<file path="config.mk">
export PLATFORM = sky130hd
export DESIGN_NAME = gate_vec_pipe
export DESIGN_NICKNAME = d
export VERILOG_FILES = /design/src/rtl/gate_vec_pipe.sv
export SDC_FILE = /design/constraint.sdc
export NUM_CORES = 1
export LEC_CHECK = 0
export BUFFER_PORTS_ARGS = -buffer_cell sky130_fd_sc_hd__buf_2
export CAP_MARGIN = 20
export CORE_ASPECT_RATIO = 0.75
export CORE_MARGIN = 2
export CORE_UTILIZATION = 55
export CTS_CLUSTER_DIAMETER = 120
export CTS_CLUSTER_SIZE = 16
export DETAILED_ROUTE_END_ITERATION = 10
export HOLD_SLACK_MARGIN = 0.1
export PLACE_DENSITY = 0.81
export SYNTH_ARGS = -nofsm -noshare
export SYNTH_HDL_FRONTEND = slang
export SYNTH_SLANG_ARGS = --single-unit
</file>
<file path="constraint.sdc">
create_clock -name clk -period 3.9 [get_ports clk]
set_input_delay 0.195 -clock clk [delete_from_list [all_inputs] [get_ports clk]]
set_output_delay 0.195 -clock clk [all_outputs]
set_load 0.1 [all_outputs]
</file>
<file path="src/rtl/gate_vec_pipe.sv">
// Registered vector gate unit with valid/ready handshakes on both sides.
// Accumulate mode folds a multi-beat burst into one result plus a saturating beat count.
module gate_vec_pipe #(
   parameter int unsigned WIDTH = 8,
   parameter int unsigned CNTW  = 8
) (
   input  logic             clk,
   input  logic             rst,
   input  logic             in_valid,
   output logic             in_ready,
   input  logic [2:0]       op,
   input  logic             acc,
   input  logic             last,
   input  logic [WIDTH-1:0] e1,
   input  logic [WIDTH-1:0] e2,
   output logic             out_valid,
   input  logic             out_ready,
   output logic [WIDTH-1:0] s,
   output logic [CNTW-1:0]  cnt
);

   typedef enum logic {
      IDLE = 1'b0,
      ACC  = 1'b1
   } state_t;

   state_t           state;
   logic [WIDTH-1:0] acc_q;
   logic [2:0]       op_q;
   logic [CNTW-1:0]  beat_cnt;

   logic             accept;
   logic             consume;
   logic [WIDTH-1:0] f_direct;
   logic [WIDTH-1:0] f_fold;
   logic [CNTW-1:0]  cnt_inc;

   function automatic logic [WIDTH-1:0] gate_fn(
      input logic [2:0]       sel,
      input logic [WIDTH-1:0] a,
      input logic [WIDTH-1:0] b
   );
      logic [WIDTH-1:0] r;
      case (sel)
         3'd0:    r = ~a;
         3'd1:    r = a & b;
         3'd2:    r = a | b;
         3'd3:    r = a ^ b;
         3'd4:    r = ~(a & b);
         3'd5:    r = ~(a | b);
         3'd6:    r = ~(a ^ b);
         default: r = a;
      endcase
      return r;
   endfunction

   assign in_ready = !out_valid || out_ready;
   assign accept   = in_valid && in_ready;
   assign consume  = out_valid && out_ready;

   // Burst beats fold e1 into the running accumulator using the op captured on the first beat.
   assign f_direct = gate_fn(op, e1, e2);
   assign f_fold   = gate_fn(op_q, e1, acc_q);
   assign cnt_inc  = (beat_cnt == '1) ? beat_cnt : beat_cnt + CNTW'(1);

   always_ff @(posedge clk or posedge rst) begin
      if (rst) begin
         state     <= IDLE;
         acc_q     <= '0;
         op_q      <= '0;
         beat_cnt  <= '0;
         out_valid <= 1'b0;
         s         <= '0;
         cnt       <= '0;
      end else if (accept) begin
         case (state)
            IDLE: begin
               if (acc && !last) begin
                  acc_q     <= f_direct;
                  op_q      <= op;
                  beat_cnt  <= CNTW'(1);
                  state     <= ACC;
                  out_valid <= 1'b0;
               end else begin
                  s         <= f_direct;
                  cnt       <= CNTW'(1);
                  out_valid <= 1'b1;
               end
            end
            ACC: begin
               if (last) begin
                  s         <= f_fold;
                  cnt       <= cnt_inc;
                  out_valid <= 1'b1;
                  acc_q     <= '0;
                  beat_cnt  <= '0;
                  state     <= IDLE;
               end else begin
                  acc_q     <= f_fold;
                  beat_cnt  <= cnt_inc;
                  out_valid <= 1'b0;
               end
            end
            default: state <= IDLE;
         endcase
      end else if (consume) begin
         out_valid <= 1'b0;
      end
   end

endmodule

</file>
Yosys cells after proc, flatten, opt, wreduce, memory -nomap -nowiden

Index checks and enable logic that the tools add are counted.
W data, S select, Z words.

Input bits: 25
Bits in read-only memories: 0
Memories kept: 0
Bits in registers: 37
Bits in writable memories: 0
Latch bits: 0

$mul: 0
Reductions and logical operators: 12
Bitwise logic cells: 14
Magnitude comparators: 0
Div/mod/pow operators: 0
Mux-type cells: 23
Equal/unequal tests: 16
Shift operators: 0
Add/subtract/negate cells: 1

Operator list:

| operator              | number |
|---|---|
| $pmux W8 S7           | 2 |
| $mux W8               | 9 |
| $pmux W8 S2           | 4 |
| $not A8 Y8            | 7 |
| $eq A3 B3 Y1 const B  | 6 |
| $and A8 B8 Y8         | 2 |
| $or A8 B8 Y8          | 2 |
| $xor A8 B8 Y8         | 2 |
| $eq A3 B2 Y1 const B  | 4 |
| $add A8 B1 Y8 const B | 1 |
| $eq A8 B8 Y1 const B  | 1 |
| $eq A3 B1 Y1 const B  | 2 |
| $logic_not A3 Y1      | 2 |
| $mux W1               | 6 |
| $ne A2 B2 Y1 const B  | 3 |
| $reduce_and A3 Y1     | 2 |
| $pmux W1 S2           | 2 |
| $logic_and A1 B1 Y1   | 3 |
| $logic_not A1 Y1      | 2 |
| $reduce_and A2 Y1     | 1 |
| $reduce_bool A2 Y1    | 1 |
| $logic_or A1 B1 Y1    | 1 |
| $not A1 Y1            | 1 |

Depth between registers and ports, before layout

Gate-level depths: netlist of run 1.

Depth in word-level cells: 5
Depth in mapped cells: 7
Mapped depth without buffers: 7

Worst setup path after synthesis of run 1

Ideal clock, no wire load.

Kind: flip-flop to flip-flop
Start point: reg out_valid
End point: reg s[3]
Slack: 0.819 ns
Arrival time: 2.954 ns
Setup time: 0.127 ns
Stages on the path, launching flop included: 7
Period minus slack after synthesis: 3.081 ns
Cell sequence: dfrtp_1 > nand2b_1 > and2_1 > buf_2 > and3_1 > buf_2 > a221o_1

Longest elaborated chain between the ends: 4

RTL lines:

| item                        | RTL line | text |
|---|---|---|
| from (decl)                 | 16       | `output logic out_valid,` |
| from (signal assigned)      | 72       | `out_valid <= 1'b0;` |
| from (signal assigned)      | 83       | `out_valid <= 1'b0;` |
| from (signal assigned)      | 87       | `out_valid <= 1'b1;` |
| $logic_not A1 Y1            | 57       | `assign in_ready = !out_valid \|\| out_ready;` |
| $logic_or A1 B1 Y1          | 57       |  |
| net in_ready                | 10       | `output logic in_ready,` |
| $logic_and A1 B1 Y1         | 58       | `assign accept = in_valid && in_ready;` |
| $reduce_and A3 Y1 (no line) | --       |  |
| to (signal assigned)        | 85       | `s <= f_direct;` |
| to (signal assigned)        | 92       | `s <= f_fold;` |
| to (decl)                   | 18       | `output logic [WIDTH-1:0] s,` |

The timed path passes the listed nets, and every way through them passes these cells.
A chain may end at the register's enable or synchronous reset.

Worst setup path in the final report of run 1

Start point: reg state
End point: reg s[3]

Longest elaborated chain between the ends: 3
Elaborated cells on any way between the ends: 5
Classes of those cells: 2 x eq/ne; 1 x mux; 1 x bitwise; 1 x reduce/logical

RTL lines:

| item                        | RTL line | text |
|---|---|---|
| from (decl)                 | 27       | `state_t state;` |
| from (signal assigned)      | 68       | `state <= IDLE;` |
| from (signal assigned)      | 82       | `state <= ACC;` |
| from (signal assigned)      | 97       | `state <= IDLE;` |
| $not A1 Y1 (no line)        | --       |  |
| $ne A2 B2 Y1 (no line)      | --       |  |
| $reduce_and A3 Y1 (no line) | --       |  |

Parallel ways exist; a longest one is shown, timed or not.

==> flow_metrics.tcl, run 1 <==
set metrics [dict create \
    status "finished, final reports clean" \
    grt_max_degree 40 \
    io_pins 43 \
    ant_nets 0 \
    grt_antenna_before_repair 0 \
    setup_viol 0 \
    required_ns 4.06 \
    powerDensity_nw_per_um2 572 \
    grtUsageTotal_pct 24.7 \
    critPathMaxStageDelay_ns 0.87 \
    clock_latency_ns 0.29 \
    r2r-end "s[3]" \
    vias 3350 \
    multiInputGateArea_um2 2240 \
    async_flop_share_pct 100 \
    clk_path_buf_depth 2 \
    holdCritStartpoint "out_ready" \
    min_to "out_valid" \
    placed_cells 512 \
    grt_pass1_vias 2902 \
    seq_area_frac_synth_pct 26.8 \
    worst_slew_pin_slew_ns 1.10 \
    holdBufCountCts 1 \
    final_cells 521 \
    reg2regPathDepth 4 \
    path_delay_family "compound AO/OA/AOI/OAI gates" \
    first_iter_violations 256 \
    dr.pass1.iters 6 \
    clkSinkCount 37 \
    leakagePower_uw 0.00174 \
    fin_tns_setup_ns 0 \
    synth_area_um2 3460 \
    synth.distinct_cells 60 \
    fmax_mhz 420 \
    clock-root-buffer "clkbuf_8" \
    synth_top_area_share_pct 26.8 \
    portBuffers 42 \
    relSlewSlack_pct 26.6 \
    area_growth_pct 7.99 \
    finish.utilization_pct 62.9 \
    ir_drop_mv 0.720 \
    diodes 0 \
    fin_crit_ns 2.38 \
    synth_edf_count 0 \
    path_cells "nor2_1 -> o21ai_2 -> nor4_1 -> a221o_1" \
    crit_buf_inv 0 \
    dp_hpwl_mm 5.98 \
    overflow 0 \
    period_share_pct 61.0 \
    die_w_um 95.6 \
    register_area_um2 926 \
    syn_nets 479 \
    hold_viol_final 0 \
    drive_gt1_share_pct 15.6 \
    cp_max_fo 26 \
    syn_area_per_cell_um2 8.22 \
    end_kind "register" \
    yosysWarnings 0 \
    htreeDepth 2 \
    vias_per_cell 6.43 \
    max-cap-violations 0 \
    grt_pass1_wl_mm 13.7 \
    nets 500 \
    synth.area.top_cells "dfrtp_1 (27%), ha_1 (12%), nand2_1 (5.5%)" \
    chipHeight_um 72.7 \
    start_kind "register" \
    synth_seq_cells 37 \
    cts_resized 0 \
    cts_buffers 5 \
    clk_pin_slew_worst_paths_ns 0.08 \
    core_um2 5950 \
    ff2ff_setup_slack_ns 1.52 \
    final_max_slew_viol_count 0 \
    whs_path_depth 3 \
    synthFlopType "dfrtp_1" \
    place.gp.congestion 0.885 \
    synth.largest_area_cell "dfrtp_1" \
    postSynthCellCount 421 \
    routed_wl_mm 8.52 \
    rsz0062_at_grt "no" \
    die_area_um2 6950 \
    crit_type "register to register" \
    r2r_start "state" \
    finClkSkew_ns 0.00706 \
    post-cts-setup-buffers 0 \
    wl_per_cell_um 16.3 \
    cts_tree "done" \
    cp.arrival_ns 2.54 \
    drc_errors 0 \
    placementRows 24 \
    hold_class "primary input to register" \
    cpMaxStageDelayCell "o21ai_2" \
    start_util_pct 58.2 \
    nFillCells 544 \
]
-- per-layer routing --
layer	GRT usage, %	wire (um)	vias to the layer above
met1	35.3	3840	1578
met2	40.5	3880	172
met4	4.13	108	0
met5	0	0	-
met3	3.93	688	22
li1	-	-	1578
-- report_power, final --
group          total [uW]  internal [uW]  switching, uW
registers             660            481            179
clock network         350            208            142
logic                1130            379            747
-- tightest hold or removal path, cell delays in order --
cell and delay (ns):
buf_2 0.07, nand2b_1 0.18, nand2_1 0.07
-- Yosys cell counts, drive strengths merged (7+ instances only) --
cell and n:
nand2 51, dfrtp 37, ha 33, inv 33, o21ai 33, buf 29, nor2 22, a21oi 19
mux2i 14, nand3 13, o211ai 11, a31oi 9, nor2b 9, nor3 7
-- flip-flops by register name, indices dropped and copies added, names as in the netlist --
name / flops
out_valid: 1
state: 1
s: 8
cnt: 8
beat_cnt: 8
acc_q: 8
op_q: 3
-- cells in the final DEF (no fill, tap or decap), types with 3 or more instances in the layout --
cell and instances:
a22o_1 3, nor3b_1 3, nor2b_1 9, a221oi_1 5, clkbuf_8 6, a32o_1 3, dfrtp_1 37, nor3_1 7
buf_2 42, a21oi_1 19, or2_1 3, and3_1 4, a211oi_1 3, o21ai_0 20, inv_1 33, a31oi_1 9
a211o_1 5, nor4_1 6, mux2i_1 14, nand3_1 13, o211ai_1 11, nand3b_1 5, a221o_1 6, mux2_2 6
o22ai_1 3, o21ai_1 12, o221ai_1 5, nand2_1 51, ha_1 33, o31ai_1 3, nor2_1 22
-- final cells by class --
| cell class | count | share of cell area (%) |
|---|---|---|
| multi-input cells | 321 | 60.0 |
| flip-flops and latches | 37 | 24.8 |
| repair buffers | 44 | 6.09 |
| inverters | 33 | 3.31 |
| well taps | 78 | 2.61 |
| clock buffers | 6 | 2.21 |
| clock inverters | 2 | 1.00 |
-- kinds of logic (layout without fill, tap and decap cells) --
family,Yosys count,after routing,synth area share (%)
xor+xnor,2,2,0.506
buf+inv,63,85,8.46
fa+ha+maj,33,33,11.9
compound gates,126,126,26.2
flops,37,37,26.8
simple gates,140,140,20.1
mux,20,20,6.00
-- worst max path at each step --
stage,from,to,slack [ns],cells after the start
floorplan,out_valid,s[3],0.82,6
global placement,op_q[0],acc_q[1],1.74,5
detailed placement,op_q[0],acc_q[2],1.66,5
CTS,state,s[3],1.63,4
global route,op_q[0],acc_q[4],1.40,4
finish,state,s[3],1.52,4
-- per-stage QoR --
| step | cell area, um^2 | power [uW] | setup WS [ns] | hold WS, ns |
|---|---|---|---|---|
| 2_1_floorplan | 3460 | 1570 | 0.819 | 0.375 |
| 3_3_place_gp | 3610 | 1730 | 1.74 | 0.326 |
| 3_5_place_dp | 3610 | 1760 | 1.66 | 0.329 |
| 4_1_cts | 3740 | 2120 | 1.63 | 0.262 |
| 5_1_grt | 3740 | 2260 | 1.40 | 0.279 |
| 6_report | 3740 | 2140 | 1.52 | 0.275 |
Power figures use the tool's default switching activity.
==> inputs of run 2 (changes only) <==
clock period = 2.45 ns   (was 3.9 ns; I/O delays follow)
==> flow_metrics.tcl, run 2 (synthesized netlist as in run 1, its figures left out) <==
set metrics [dict create \
    nFillCells 530 \
    grt_pass1_vias 3072 \
    cp.arrival_ns 2.28 \
    area_growth_pct 7.99 \
    grt_pass1_wl_mm 14.1 \
    ir_drop_mv 0.746 \
    required_ns 2.63 \
    relSlewSlack_pct 30.1 \
    nets 504 \
    final_max_slew_viol_count 0 \
    worst_slew_pin_slew_ns 1.04 \
    placed_cells 516 \
    max-cap-violations 0 \
    power.total_uw 3310 \
    start_kind "register" \
    vias 3241 \
    placementRows 24 \
    grt_max_degree 40 \
    end_kind "register" \
    first_iter_violations 212 \
    clk_path_buf_depth 2 \
    fmax_mhz 476 \
    status "finished, final reports clean" \
    fin_tns_setup_ns 0 \
    cp_max_fo 20 \
    layout_commonest_cell "nand2_1" \
    fin_crit_ns 2.10 \
    io_pins 43 \
    powerDensity_nw_per_um2 887 \
    crit_type "register to register" \
    holdBufCountCts 1 \
    grtUsageTotal_pct 25.6 \
    routed_wl_mm 8.49 \
    portBuffers 42 \
    core_um2 5950 \
    die_w_um 95.6 \
    grt_antenna_before_repair 0 \
    hold_viol_final 0 \
    place.gp.congestion 0.922 \
    clock-root-buffer "clkbuf_8" \
    hold_class "primary input to register" \
    start_util_pct 58.2 \
    vias_per_cell 6.17 \
    clock_latency_ns 0.30 \
    register_area_um2 927 \
    final_cells 525 \
    overflow 0 \
    clk_pin_slew_worst_paths_ns 0.08 \
    htreeDepth 2 \
    chipHeight_um 72.7 \
    leakagePower_uw 0.00175 \
    dr.pass1.iters 7 \
    cts_tree "done" \
    rsz0062_at_grt "no" \
    cts_buffers 5 \
    drive_gt1_share_pct 16.8 \
    period_share_pct 85.8 \
    drc_errors 0 \
    multiInputGateArea_um2 2240 \
    cts_resized 0 \
    clkSinkCount 37 \
    dp_hpwl_mm 6.20 \
    final_cell_mix "nand2_1 (51), buf_2 (42), dfrtp_1 (36)" \
    wl_per_cell_um 16.2 \
    diodes 0 \
    finClkSkew_ns 0.00796 \
    ant_nets 0 \
    hold_slack_ns 0.141 \
    setup_viol 0 \
    post-cts-setup-buffers 0 \
    die_area_um2 6950 \
]
## run 2: cell count changes in the layout (fill, tap and decap cells not counted), sizes merged
cell    previous run  this run
clkbuf             6         5
bufinv             1         0
clkinv             0         2
buf               43        47
## run 2: path summary, 6_finish.rpt
check	startpoint	endpoint	slack (ns)	cells after the start
worst max-delay path	state	acc_q[3]	0.35	3
worst min-delay path	out_ready	out_valid	0.14	3
worst max register to register	state	acc_q[3]	0.35	3
worst min register to register	cnt[4]	cnt[4]	0.48	2
max in group asynchronous	rst	acc_q[2]	1.47	4
min in group asynchronous	rst	s[5]	0.30	3
## run 2: final cells by class
type	count	share of cell area (%)
inverters	33	3.31
flip-flops and latches	37	24.8
repair buffers	48	6.90
multi-input cells	321	60.1
clock inverters	3	0.469
well taps	78	2.61
clock buffers	5	1.84
## run 2: per-stage QoR
| step | cell area, um^2 | utilization (%) | worst slack (ns) |
|---|---|---|---|
| 2_1_floorplan | 3460 | - | 0.0858 |
| 3_3_place_gp | 3640 | 61.2 | 0.535 |
| 3_5_place_dp | 3640 | 61.2 | 0.373 |
| 4_1_cts | 3740 | 62.9 | 0.369 |
| 5_1_grt | 3740 | 62.9 | 0.184 |
| 6_report | 3740 | 62.9 | 0.348 |
## run 2: report_power, final
part / internal (uW) / switching, uW
combinational: 623 / 1270
clock: 196 / 236
sequential: 768 / 221
## run 2: layer usage
layer / vias up / GRT usage [%] / part of all wire, %
met1: 1535 / 35.0 / 47
met3: 20 / 3.72 / 4.5
met5: - / 0 / 0
li1: 1579 / - / -
met4: 0 / 7.14 / 1.6
met2: 107 / 42.5 / 47
## run 2: worst max-delay path, stage by stage, from the launching register on
cell and delay [ns]:
dfrtp_1 0.62, o21ai_1 0.92, nor4_1 0.13, a221o_1 0.32
==> inputs of run 3 (changes only) <==
MAX_ROUTING_LAYER = met4   (was default)
==> flow_metrics.tcl, run 3 (synthesized netlist as in run 1, its figures left out) <==
set metrics [dict create \
    status "finished, final reports clean" \
    path_delay_family "simple AND/OR/NAND/NOR gates" \
    period_share_pct 84.7 \
    core_um2 5950 \
    crit_type "register to register" \
    cp.arrival_ns 2.30 \
    cts_tree "done" \
    setup_viol 0 \
    setup.worst_path.start "state" \
    layout_commonest_cell "nand2_1" \
    vias_per_cell 6.04 \
    leakagePower_uw 0.00176 \
    power.total_uw 3290 \
    holdBufCountCts 1 \
    start_kind "register" \
    place.gp.congestion 0.940 \
    clk_path_buf_depth 2 \
    die_w_um 95.6 \
    grtUsageTotal_pct 25.7 \
    drc_errors 0 \
    vias 3182 \
    layout_setup_ws_ns 0.376 \
    grt_pass1_vias 2915 \
    place_ws_ns 0.468 \
    routed_wl_mm 8.22 \
    nets 506 \
    fin_crit_ns 2.07 \
    htreeDepth 2 \
    cp_max_fo 11 \
    routedLengthMet1_mm 4.00 \
    multiInputGateArea_um2 2240 \
    clk_pin_slew_worst_paths_ns 0.08 \
    die_area_um2 6950 \
    powerDensity_nw_per_um2 877 \
    post-cts-setup-buffers 0 \
    diodes 0 \
    hold_viol_final 0 \
    start_util_pct 58.2 \
    fmax_mhz 482 \
    holdCritStartpoint "out_ready" \
    grt_max_degree 40 \
    io_pins 43 \
    dp_hpwl_mm 6.11 \
    max-cap-violations 0 \
    grt_pass1_wl_mm 13.7 \
    path_cells "nor2b_1 -> and3_1 -> o21ai_0 -> a21oi_1" \
    wl_met3_um 429 \
    fin_tns_setup_ns 0 \
    critPathMaxStageDelay_ns 0.58 \
    required_ns 2.67 \
    ir_drop_mv 0.789 \
    clkSinkCount 37 \
    first_iter_violations 221 \
    ant_nets 0 \
    nFillCells 535 \
    clock_latency_ns 0.30 \
    relSlewSlack_pct 55.2 \
    portBuffers 42 \
    worst_slew_pin_slew_ns 0.672 \
    overflow 0 \
    cts_resized 0 \
    cts_buffers 5 \
    hold_class "primary input to register" \
    placementRows 24 \
    area_growth_pct 8.32 \
    clock-root-buffer "clkbuf_8" \
    dr.pass1.iters 5 \
    end_kind "register" \
    rsz0062_at_grt "no" \
    wl_per_cell_um 15.6 \
    crit_buf_inv 0 \
    top_layer "met4" \
    drive_gt1_share_pct 16.9 \
    final_cell_mix "nand2_1 (51), buf_2 (42), dfrtp_1 (36)" \
    met2_length_mm 3.68 \
    final_max_slew_viol_count 0 \
    register_area_um2 927 \
    r2r_start "state" \
    finClkSkew_ns 0.00677 \
    cpMaxStageDelayCell "dfrtp_1" \
    grt_antenna_before_repair 0 \
    chipHeight_um 72.7 \
]
==> run 3: final cells by class <==
cell class	instances	area share [%]
multi-input combinational	321	59.9
sequential	37	24.7
timing repair buffer	50	7.28
inverter	33	3.30
tap	78	2.60
clock buffer	6	1.94
clock inverter	2	0.267
==> run 3: path summary, 6_finish.rpt <==
| check | endpoint | slack, ns | cells after the start |
|---|---|---|---|
| max | beat_cnt[3] | 0.38 | 4 |
| min | out_valid | 0.13 | 3 |
| max reg2reg | beat_cnt[3] | 0.38 | 4 |
| min reg2reg | cnt[4] | 0.48 | 2 |
| max in group asynchronous | cnt[5] | 1.31 | 4 |
| min in group asynchronous | beat_cnt[2] | 0.42 | 3 |
==> run 3: through the flow <==
stage,hold WS [ns],cells,utilization [%],instance area [um^2]
final,0.133,527,63.0,3750
after global routing,0.150,527,63.0,3750
after CTS,0.131,527,63.0,3750
after detailed placement,0.231,518,61.5,3660
after global placement,0.202,518,61.5,3660
after floorplan,0.302,421,-,3460
==> run 3: report_power, final <==
| part | internal (uW) | leakage (uW) | switching [uW] |
|---|---|---|---|
| sequential | 768 | 0.000471 | 211 |
| clock | 197 | 0.0000450 | 229 |
| combinational | 627 | 0.00124 | 1250 |
| total | 1590 | 0.00176 | 1690 |
==> run 3: worst reg2reg max path, cell delays in order, from the launching register on <==
cell and delay, ns:
dfrtp_1 0.58, nor2b_1 0.53, and3_1 0.52, o21ai_0 0.18, a21oi_1 0.19
==> run 3: per-layer routing <==
metal | global-route usage [%] | vias up
met5 | - | -
met1 | 35.3 | 1498
met4 | 6.67 | 0
met3 | 4.55 | 13
met2 | 39.6 | 96
li1 | - | 1575
